<file path="config.mk">
export PLATFORM = sky130hd
export DESIGN_NAME = gray_step_monitor_flat
export DESIGN_NICKNAME = d
export VERILOG_FILES = /design/src/rtl/gray_step_monitor_if.sv /design/src/rtl/gray_step_monitor.sv /design/src/flat_wrapper.sv
export SDC_FILE = /design/constraint.sdc
export NUM_CORES = 1
export LEC_CHECK = 0
export ABC_AREA = 1
export BUFFER_PORTS_ARGS = -buffer_cell sky130_fd_sc_hd__buf_4
export CORE_MARGIN = 1.5
export CORE_UTILIZATION = 45
export DETAILED_ROUTE_END_ITERATION = 10
export PLACE_DENSITY = 0.7
export SLEW_MARGIN = 40
export SYNTH_ARGS = -nofsm -noshare
export SYNTH_HDL_FRONTEND = slang
export SYNTH_SLANG_ARGS = --single-unit
</file>
<file path="constraint.sdc">
create_clock -name clk -period 2.1 [get_ports clk]
set_clock_uncertainty 0.1 [all_clocks]
set_input_delay 0.42 -clock clk [delete_from_list [all_inputs] [get_ports clk]]
set_output_delay 0.42 -clock clk [all_outputs]
set_load 0.1 [all_outputs]
</file>
<file path="src/rtl/gray_step_monitor_if.sv">
// Bundle between a Gray-counter source and gray_step_monitor:
// the Gray count going in, the decoded value and step pulses coming back.
interface gray_step_monitor_if #(
    parameter int unsigned N = 4
);
    logic [N-1:0] gray_in;
    logic [N-1:0] bin_out;
    logic         valid;
    logic         step_up;
    logic         step_down;
    logic         step_err;
    logic         wrap;
    logic [7:0]   err_cnt;

    modport master (
        output gray_in,
        input  bin_out, valid, step_up, step_down, step_err, wrap, err_cnt
    );

    modport slave (
        input  gray_in,
        output bin_out, valid, step_up, step_down, step_err, wrap, err_cnt
    );
endinterface

</file>
<file path="src/rtl/gray_step_monitor.sv">
// Synchronizes an asynchronous Gray count, decodes it and classifies every step.
// GRAY_STEP_MONITOR_ERRCNT_EN builds the saturating step_err counter; otherwise err_cnt is tied to 0.
module gray_step_monitor #(
    parameter int unsigned N           = 4,
    parameter int unsigned SYNC_STAGES = 2
) (
    input  logic                 clk,
    input  logic                 rst,
    gray_step_monitor_if.slave   mon
);

    localparam int unsigned CNT_W = $clog2(SYNC_STAGES + 1);

    typedef enum logic [1:0] {
        FILL  = 2'd0,
        PRIME = 2'd1,
        TRACK = 2'd2
    } state_t;

    state_t           state_q, state_d;
    logic [CNT_W-1:0] fill_cnt_q, fill_cnt_d;
    logic [N-1:0]     sync_q [SYNC_STAGES];
    logic [N-1:0]     dec;
    logic [N-1:0]     diff;

    logic [N-1:0]     bin_q, bin_d;
    logic             valid_q, valid_d;
    logic             up_q, up_d;
    logic             down_q, down_d;
    logic             err_q, err_d;
    logic             wrap_q, wrap_d;

    // Synchronizer chain; only the final stage feeds the decoder
    always_ff @(posedge clk) begin
        if (rst) begin
            for (int i = 0; i < int'(SYNC_STAGES); i++) sync_q[i] <= '0;
        end else begin
            sync_q[0] <= mon.gray_in;
            for (int i = 1; i < int'(SYNC_STAGES); i++) sync_q[i] <= sync_q[i-1];
        end
    end

    // Gray to binary: each bit is the XOR of all Gray bits at or above it
    always_comb begin
        dec = sync_q[SYNC_STAGES-1];
        for (int i = int'(N) - 2; i >= 0; i--) dec[i] = dec[i+1] ^ sync_q[SYNC_STAGES-1][i];
    end

    assign diff = dec - bin_q;

    // FSM state register
    always_ff @(posedge clk) begin
        if (rst) begin
            state_q    <= FILL;
            fill_cnt_q <= '0;
        end else begin
            state_q    <= state_d;
            fill_cnt_q <= fill_cnt_d;
        end
    end

    // Next state: FILL waits for the synchronizer to hold post-reset samples
    always_comb begin
        state_d    = state_q;
        fill_cnt_d = fill_cnt_q;
        case (state_q)
            FILL: begin
                if (fill_cnt_q == CNT_W'(SYNC_STAGES - 1)) state_d = PRIME;
                else fill_cnt_d = fill_cnt_q + CNT_W'(1);
            end
            PRIME:   state_d = TRACK;
            TRACK:   state_d = TRACK;
            default: state_d = FILL;
        endcase
    end

    // Output next values; PRIME takes the reference sample without pulsing
    always_comb begin
        bin_d   = bin_q;
        valid_d = valid_q;
        up_d    = 1'b0;
        down_d  = 1'b0;
        err_d   = 1'b0;
        wrap_d  = 1'b0;
        case (state_q)
            FILL: valid_d = 1'b0;
            PRIME: begin
                bin_d   = dec;
                valid_d = 1'b1;
            end
            TRACK: begin
                bin_d = dec;
                if (diff == N'(1)) begin
                    up_d   = 1'b1;
                    wrap_d = (bin_q == {N{1'b1}});
                end else if (diff == {N{1'b1}}) begin
                    down_d = 1'b1;
                    wrap_d = (bin_q == '0);
                end else if (diff != '0) begin
                    err_d = 1'b1;
                end
            end
            default: valid_d = 1'b0;
        endcase
    end

    // Output registers
    always_ff @(posedge clk) begin
        if (rst) begin
            bin_q   <= '0;
            valid_q <= 1'b0;
            up_q    <= 1'b0;
            down_q  <= 1'b0;
            err_q   <= 1'b0;
            wrap_q  <= 1'b0;
        end else begin
            bin_q   <= bin_d;
            valid_q <= valid_d;
            up_q    <= up_d;
            down_q  <= down_d;
            err_q   <= err_d;
            wrap_q  <= wrap_d;
        end
    end

    assign mon.bin_out   = bin_q;
    assign mon.valid     = valid_q;
    assign mon.step_up   = up_q;
    assign mon.step_down = down_q;
    assign mon.step_err  = err_q;
    assign mon.wrap      = wrap_q;

`ifdef GRAY_STEP_MONITOR_ERRCNT_EN
    logic [7:0] err_cnt_q;

    // Saturates at 255 so a burst of errors never reads back as "clean"
    always_ff @(posedge clk) begin
        if (rst) err_cnt_q <= 8'd0;
        else if (err_d && (err_cnt_q != 8'hFF)) err_cnt_q <= err_cnt_q + 8'd1;
    end

    assign mon.err_cnt = err_cnt_q;
`else
    assign mon.err_cnt = 8'd0;
`endif

endmodule
</file>
<file path="src/flat_wrapper.sv">
// flat-port wrapper written by rule: the top's interface ports become plain ports
module gray_step_monitor_flat 
#(
    parameter int unsigned N           = 4,
    parameter int unsigned SYNC_STAGES = 2
)
  (clk, rst, mon_gray_in, mon_bin_out, mon_valid, mon_step_up, mon_step_down, mon_step_err, mon_wrap, mon_err_cnt);
  gray_step_monitor_if #(.N(N)) mon_i ();
  input  logic clk;
  input  logic rst;
  input wire logic [$bits(mon_i.gray_in)-1:0] mon_gray_in;
  output wire logic [$bits(mon_i.bin_out)-1:0] mon_bin_out;
  output wire logic [$bits(mon_i.valid)-1:0] mon_valid;
  output wire logic [$bits(mon_i.step_up)-1:0] mon_step_up;
  output wire logic [$bits(mon_i.step_down)-1:0] mon_step_down;
  output wire logic [$bits(mon_i.step_err)-1:0] mon_step_err;
  output wire logic [$bits(mon_i.wrap)-1:0] mon_wrap;
  output wire logic [$bits(mon_i.err_cnt)-1:0] mon_err_cnt;
  assign mon_i.gray_in = mon_gray_in;
  assign mon_bin_out = mon_i.bin_out;
  assign mon_valid = mon_i.valid;
  assign mon_step_up = mon_i.step_up;
  assign mon_step_down = mon_i.step_down;
  assign mon_step_err = mon_i.step_err;
  assign mon_wrap = mon_i.wrap;
  assign mon_err_cnt = mon_i.err_cnt;
  gray_step_monitor #(.N(N), .SYNC_STAGES(SYNC_STAGES)) u_core (.clk(clk), .rst(rst), .mon(mon_i));
endmodule
</file>
# Word-level counts from Yosys, hierarchy flattened

Memories as Yosys holds them, arrays and structs flattened.
Cells that the tools add are included.

Latch bits: 0
Register bits after elaboration: 13
Input port bits: 6
Logic and storage cells: 46
Output and inout bits: 17
Memories kept: 1
RAM bits: 8
ROM bits: 0

Memory list:

| name          | words | bits a word | read ports | clocked after Yosys merged registers in | wr ports | line                    | text |
|---|---|---|---|---|---|---|---|
| u_core.sync_q | 2     | 4           | 2          | 0                                       | 2        | gray_step_monitor.sv:22 | `logic [N-1:0] sync_q [SYNC_STAGES];` |

Shifts and indexed selects: 0
Div/mod/pow operators: 0
$mul: 0
Muxes and demuxes: 13
Equal/unequal tests: 7
Bitwise operators: 7
Magnitude comparators: 0
Add/sub/neg operators: 2
Reductions and logical operators: 8

Operators with widths:

| operator              | number |
|---|---|
| $eq A4 B4 Y1 const B  | 2 |
| $mux W1               | 8 |
| $mux W4               | 2 |
| $eq A2 B1 Y1 const B  | 2 |
| $eq A4 B1 Y1 const B  | 1 |
| $logic_not A4 Y1      | 1 |
| $pmux W2 S2           | 1 |
| $reduce_bool A4 Y1    | 1 |
| $reduce_or A2 Y1      | 2 |
| $reduce_or A4 Y1      | 1 |
| $sub A4 B4 Y4         | 1 |
| $reduce_or A3 Y1      | 1 |
| $xor A1 B1 Y1         | 3 |
| $add A2 B1 Y2 const B | 1 |
| $eq A2 B2 Y1 const B  | 1 |
| $logic_not A2 Y1      | 1 |
| $mux W2               | 1 |
| $ne A2 B1 Y1 const B  | 1 |
| $not A1 Y1            | 2 |
| $or A1 B1 Y1          | 2 |
| $pmux W1 S2           | 1 |
| $reduce_and A2 Y1     | 1 |

# Logic depth before layout (Yosys ltp)

An unclocked memory read counts as a cell.

Word-level depth: 8
Depth in mapped cells: 19
Mapped depth without buffers: 19

# Worst setup path before layout

Ideal clock, no wire load.

Kind: reg-to-reg
From: reg u_core.bin_q[0], in the netlist u_core.mon.bin_out[0]
To: reg u_core.wrap_q, in the netlist u_core.mon.wrap
Setup time: 0.059 ns
Buffers on the path: 0
Arrival time: 2.365 ns
Slack: -0.424 ns
Data required time: 1.941 ns
Stages on the path, launching flop included: 9
Period minus slack after synthesis: 2.524 ns
Path through: dfxtp_1 > ha_1 > fa_1 > or2_0 > nor2_1 > nand3_2 > nor2_2 > nand3_1 > nand2_1

Cells in the longest elaborated chain, start to end: 4
Elaborated cells between the ends (all ways): 7
Classes of those cells: 1 x add/sub; 3 x eq/ne; 2 x mux; 1 x reduce/logical

Ends and longest elaborated chain:

| what                   | line                     | text |
|---|---|---|
| start, declared        | gray_step_monitor.sv:26  | `logic [N-1:0] bin_q, bin_d;` |
| start signal, assigned | gray_step_monitor.sv:117 | `bin_q <= bin_d;` |
| $sub A4 B4 Y4          | gray_step_monitor.sv:49  | `assign diff = dec - bin_q;` |
| $eq A4 B4 Y1           | gray_step_monitor.sv:96  | `end else if (diff == {N{1'b1}}) begin` |
| $mux W1                | gray_step_monitor.sv:96  |  |
| $mux W1 *              | gray_step_monitor.sv:93  | `if (diff == N'(1)) begin` |
| end signal, assigned   | gray_step_monitor.sv:122 | `wrap_q <= wrap_d;` |
| end, declared          | gray_step_monitor.sv:31  | `logic wrap_q, wrap_d;` |

Every way passes the cells marked *; elsewhere a longest branch is shown, timed or not.
A chain may end at the register's enable or synchronous reset.

==> results.yml <==
outcome:
  status: "complete, but fails checks"
  violations: "setup timing"
worst_setup_path:
  critPathMaxStageDelay_ns: 0.44
  slowest_stage: "fa_2"
  cp_top_family: "simple AND/OR/NAND/NOR gates"
  reg2reg_from: "u_core.sync_q[0][7]"
  r2r-end: "u_core.mon.wrap"
  required_ns: 2.25
  cp_common_cell: "nand2_2"
  start_kind: "flip-flop"
  critPathCaptureType: "flip-flop"
  worstPathMaxFanout: 3
  arrival_ns: 2.40
  path_class: "reg2reg"
  r2r_setup_slack_ns: -0.15
  path_cells: "inv_2, nand2_2, nand3b_1, nand2_2, inv_2, nand2_2, nand2_2, inv_2, ha_4, fa_2, or2_0, nor2_1, nand3_2, nor2_2, nand3_1, nand2_1"
  crit_buf_inv: 3
  rr_worst_depth: 16
power_and_ir_drop:
  leakage_nw: 0.677
  power.total_w: 0.00219
  ir_drop_v: 0.000922
  sequentialPowerShare_pct: 26.3
  internal-power_w: 0.00101
  p_per_area_mw_per_mm2: 1610
  combPwrFrac_pct: 65.2
  switching_power_w: 0.00118
  p_clk_share_pct: 8.5
  swShare_pct: 54.0
layout:
  fin_nets: 187
  utilization_pct: 60.0
  area_delta_synth_final_pct: 22.6
  final_cell_mix: "inv_1, buf_4, nor2_1"
  layout_commonest_cell: "inv_1"
  layout-drive-gt1-share_pct: 35.5
  diodes: 0
cts:
  cts_hold_buf: 0
  clock_path_buffers: 2
  cts_sinks: 21
  htreeDepth: 1
  cts_tree: "yes"
  clk_root_buffer_cell: "clkbuf_4"
  clk_pin_slew_worst_paths_ns: 0.11
  numCtsBuffers: 3
  clk_latency_ns: 0.29
yosys:
  synth.ff_latch_count: 21
  syn_area_mm2: 0.00111
  netlist_instances: 146
  synth_top_area_share_pct: 37.8
  synth_area_leaders: "dfxtp_1, inv_1, ha_1"
  ys_warn_count: 0
  ys_seq_area_share_pct: 37.8
  syn_area_per_cell_um2: 7.63
  synth.distinct_cells: 28
  synth_largest_area_cell: "dfxtp_1"
routing:
  vias: 907
  drt-vias-per-instance: 4.54
  drt_iter0_markers: 10
  drt_wl_total_mm: 1.85
  first_pass_iters: 4
  routedWlPerCell_um: 9.27
  drcViolationCount: 0
  ant_nets: 0
global_routing:
  grt_max_degree: 16
  antenna_found_initial: 0
  grt_pass1_vias: 848
  grt_pass1_wl_mm: 3.28
  grt_overflow: 0
  track_usage_pct: 15.8
floorplanning:
  core_mm2: 0.00228
  dieWidth_um: 52.7
  io_pins: 23
  die_area_mm2: 0.00278
  rows: 17
  initial_utilization_pct: 48.9
  die_h_um: 52.7
sta:
  hold_ws_ns: 0.216
  drv_slew: 0
  setup_ws_ns: -0.148
  period_minus_slack_ns: 2.25
  fmax_mhz: 445
  finalCritPeriodShare_pct: 107
  hold_viol: 0
  finalSetupViolations: 3
  fin_tns_setup_ns: -0.278
  rsz0062_at_grt: "yes"
job:
  maxCapViolCount: 0
place:
  dpl_worst_slack_ns: -0.185
  dp_hpwl_mm: 1.51
  io_buffers: 14
  routabilityCongestion: 0.754
hold_path:
  holdPathStages: 3
  hold_class: "in2reg"
  whs_endpoint: "u_core.sync_q[0][3]"
  timing.hold.worst.start: "mon_gray_in[3]"
[per-stage QoR]
stage	std cells	cell area, um2
after floorplan	153	1160
after global placement	194	1300
after detailed placement	194	1300
after CTS	200	1370
after global routing	200	1370
final	200	1370
[repair_timing]
item | CTS | global route
endpoints found under the setup margin | 4 | 4
pin swaps | 4 | 1
gates resized for setup | 6 | 0
setup buffers | 2 | 0
[kinds of logic (layout without fill, tap and decap cells)]
group | after synthesis | in the layout | share of synthesized area [%]
AOI/OAI and AO/OA | 15 | 15 | 7.42
adders and majority gates | 8 | 8 | 9.66
buffers and inverters | 40 | 59 | 16.2
DFF | 21 | 21 | 37.8
other | 1 | 8 | 0.337
and+or+nand+nor | 61 | 61 | 28.7
[registers in the layout, indices dropped and copies added, names as in the netlist]
| register | count |
|---|---|
| u_core.mon.step_down | 1 |
| u_core.mon.bin_out | 4 |
| u_core.mon.valid | 1 |
| u_core.mon.step_up | 1 |
| u_core.mon.wrap | 1 |
| u_core.sync_q | 8 |
| u_core.state_q | 2 |
| u_core.mon.step_err | 1 |
| u_core.fill_cnt_q | 2 |
[area by class of cell]
type                       count  area [um2]
clock buffer                   3        22.5
clock inverter                 1        5.00
fill                         219         911
inverter                      31         118
multi-input combinational     92         578
sequential                    21         427
tap                           28        35.0
timing repair buffer          24         180
[power groups by stage]
stage                     clock [W]  combinational (W)  sequential (W)
after floorplan                   0           0.000746        0.000931
after global placement            0            0.00133        0.000580
after detailed placement          0            0.00137        0.000587
after CTS                  0.000198            0.00144        0.000578
after global routing       0.000214            0.00158        0.000594
final                      0.000186            0.00143        0.000577
[worst reg2reg max path, stage by stage (launching register included)]
cell	delay [ns]
dfxtp_2	0.37
inv_2	0.04
nand2_2	0.06
nand3b_1	0.10
nand2_2	0.11
inv_2	0.04
nand2_2	0.05
nand2_2	0.05
inv_2	0.06
ha_4	0.13
fa_2	0.44
or2_0	0.21
nor2_1	0.11
nand3_2	0.10
nor2_2	0.09
nand3_1	0.08
nand2_1	0.06
[cells in the mapped netlist]
library cell / number
inv_1: 28
dfxtp_1: 21
nor2_1: 20
nand2_1: 14
nand2_2: 10
buf_4: 8
a21oi_1: 7
ha_1: 7
o21ai_0: 6
nand3_1: 3
inv_2: 2
nand3_2: 2
nand4_1: 2
nor2_2: 2
a21oi_2: 1
clkbuf_1: 1
clkinv_1: 1
conb_1: 1
fa_1: 1
nand3b_1: 1
nand4_2: 1
nor2_4: 1
nor3_1: 1
nor3_2: 1
nor3b_1: 1
o21ai_2: 1
or2_0: 1
or2_4: 1
[worst max path at each step]
stage | start | to | slack, ns | cells past startpoint
6_report | u_core.sync_q[0][7] | u_core.mon.wrap | -0.15 | 16
3_5_place_dp | u_core.sync_q[0][6] | u_core.mon.wrap | -0.18 | 15
3_3_place_gp | u_core.sync_q[0][7] | u_core.mon.wrap | -0.08 | 17
2_1_floorplan | u_core.sync_q[0][7] | u_core.mon.wrap | -0.1 | 17
4_1_cts | u_core.sync_q[0][7] | u_core.mon.wrap | -0.15 | 16
5_1_grt | u_core.sync_q[0][7] | u_core.mon.wrap | -0.34 | 16
[metal layers]
layer	global-route usage, %	vias to the layer above	part of all wire (%)
met1	16.0	399	41
li1	-	480	-
met3	6.86	2	5.5
met4	2.56	0	0.54
met5	0	-	0
met2	30.0	26	53
(Power assumes the default switching activity.)
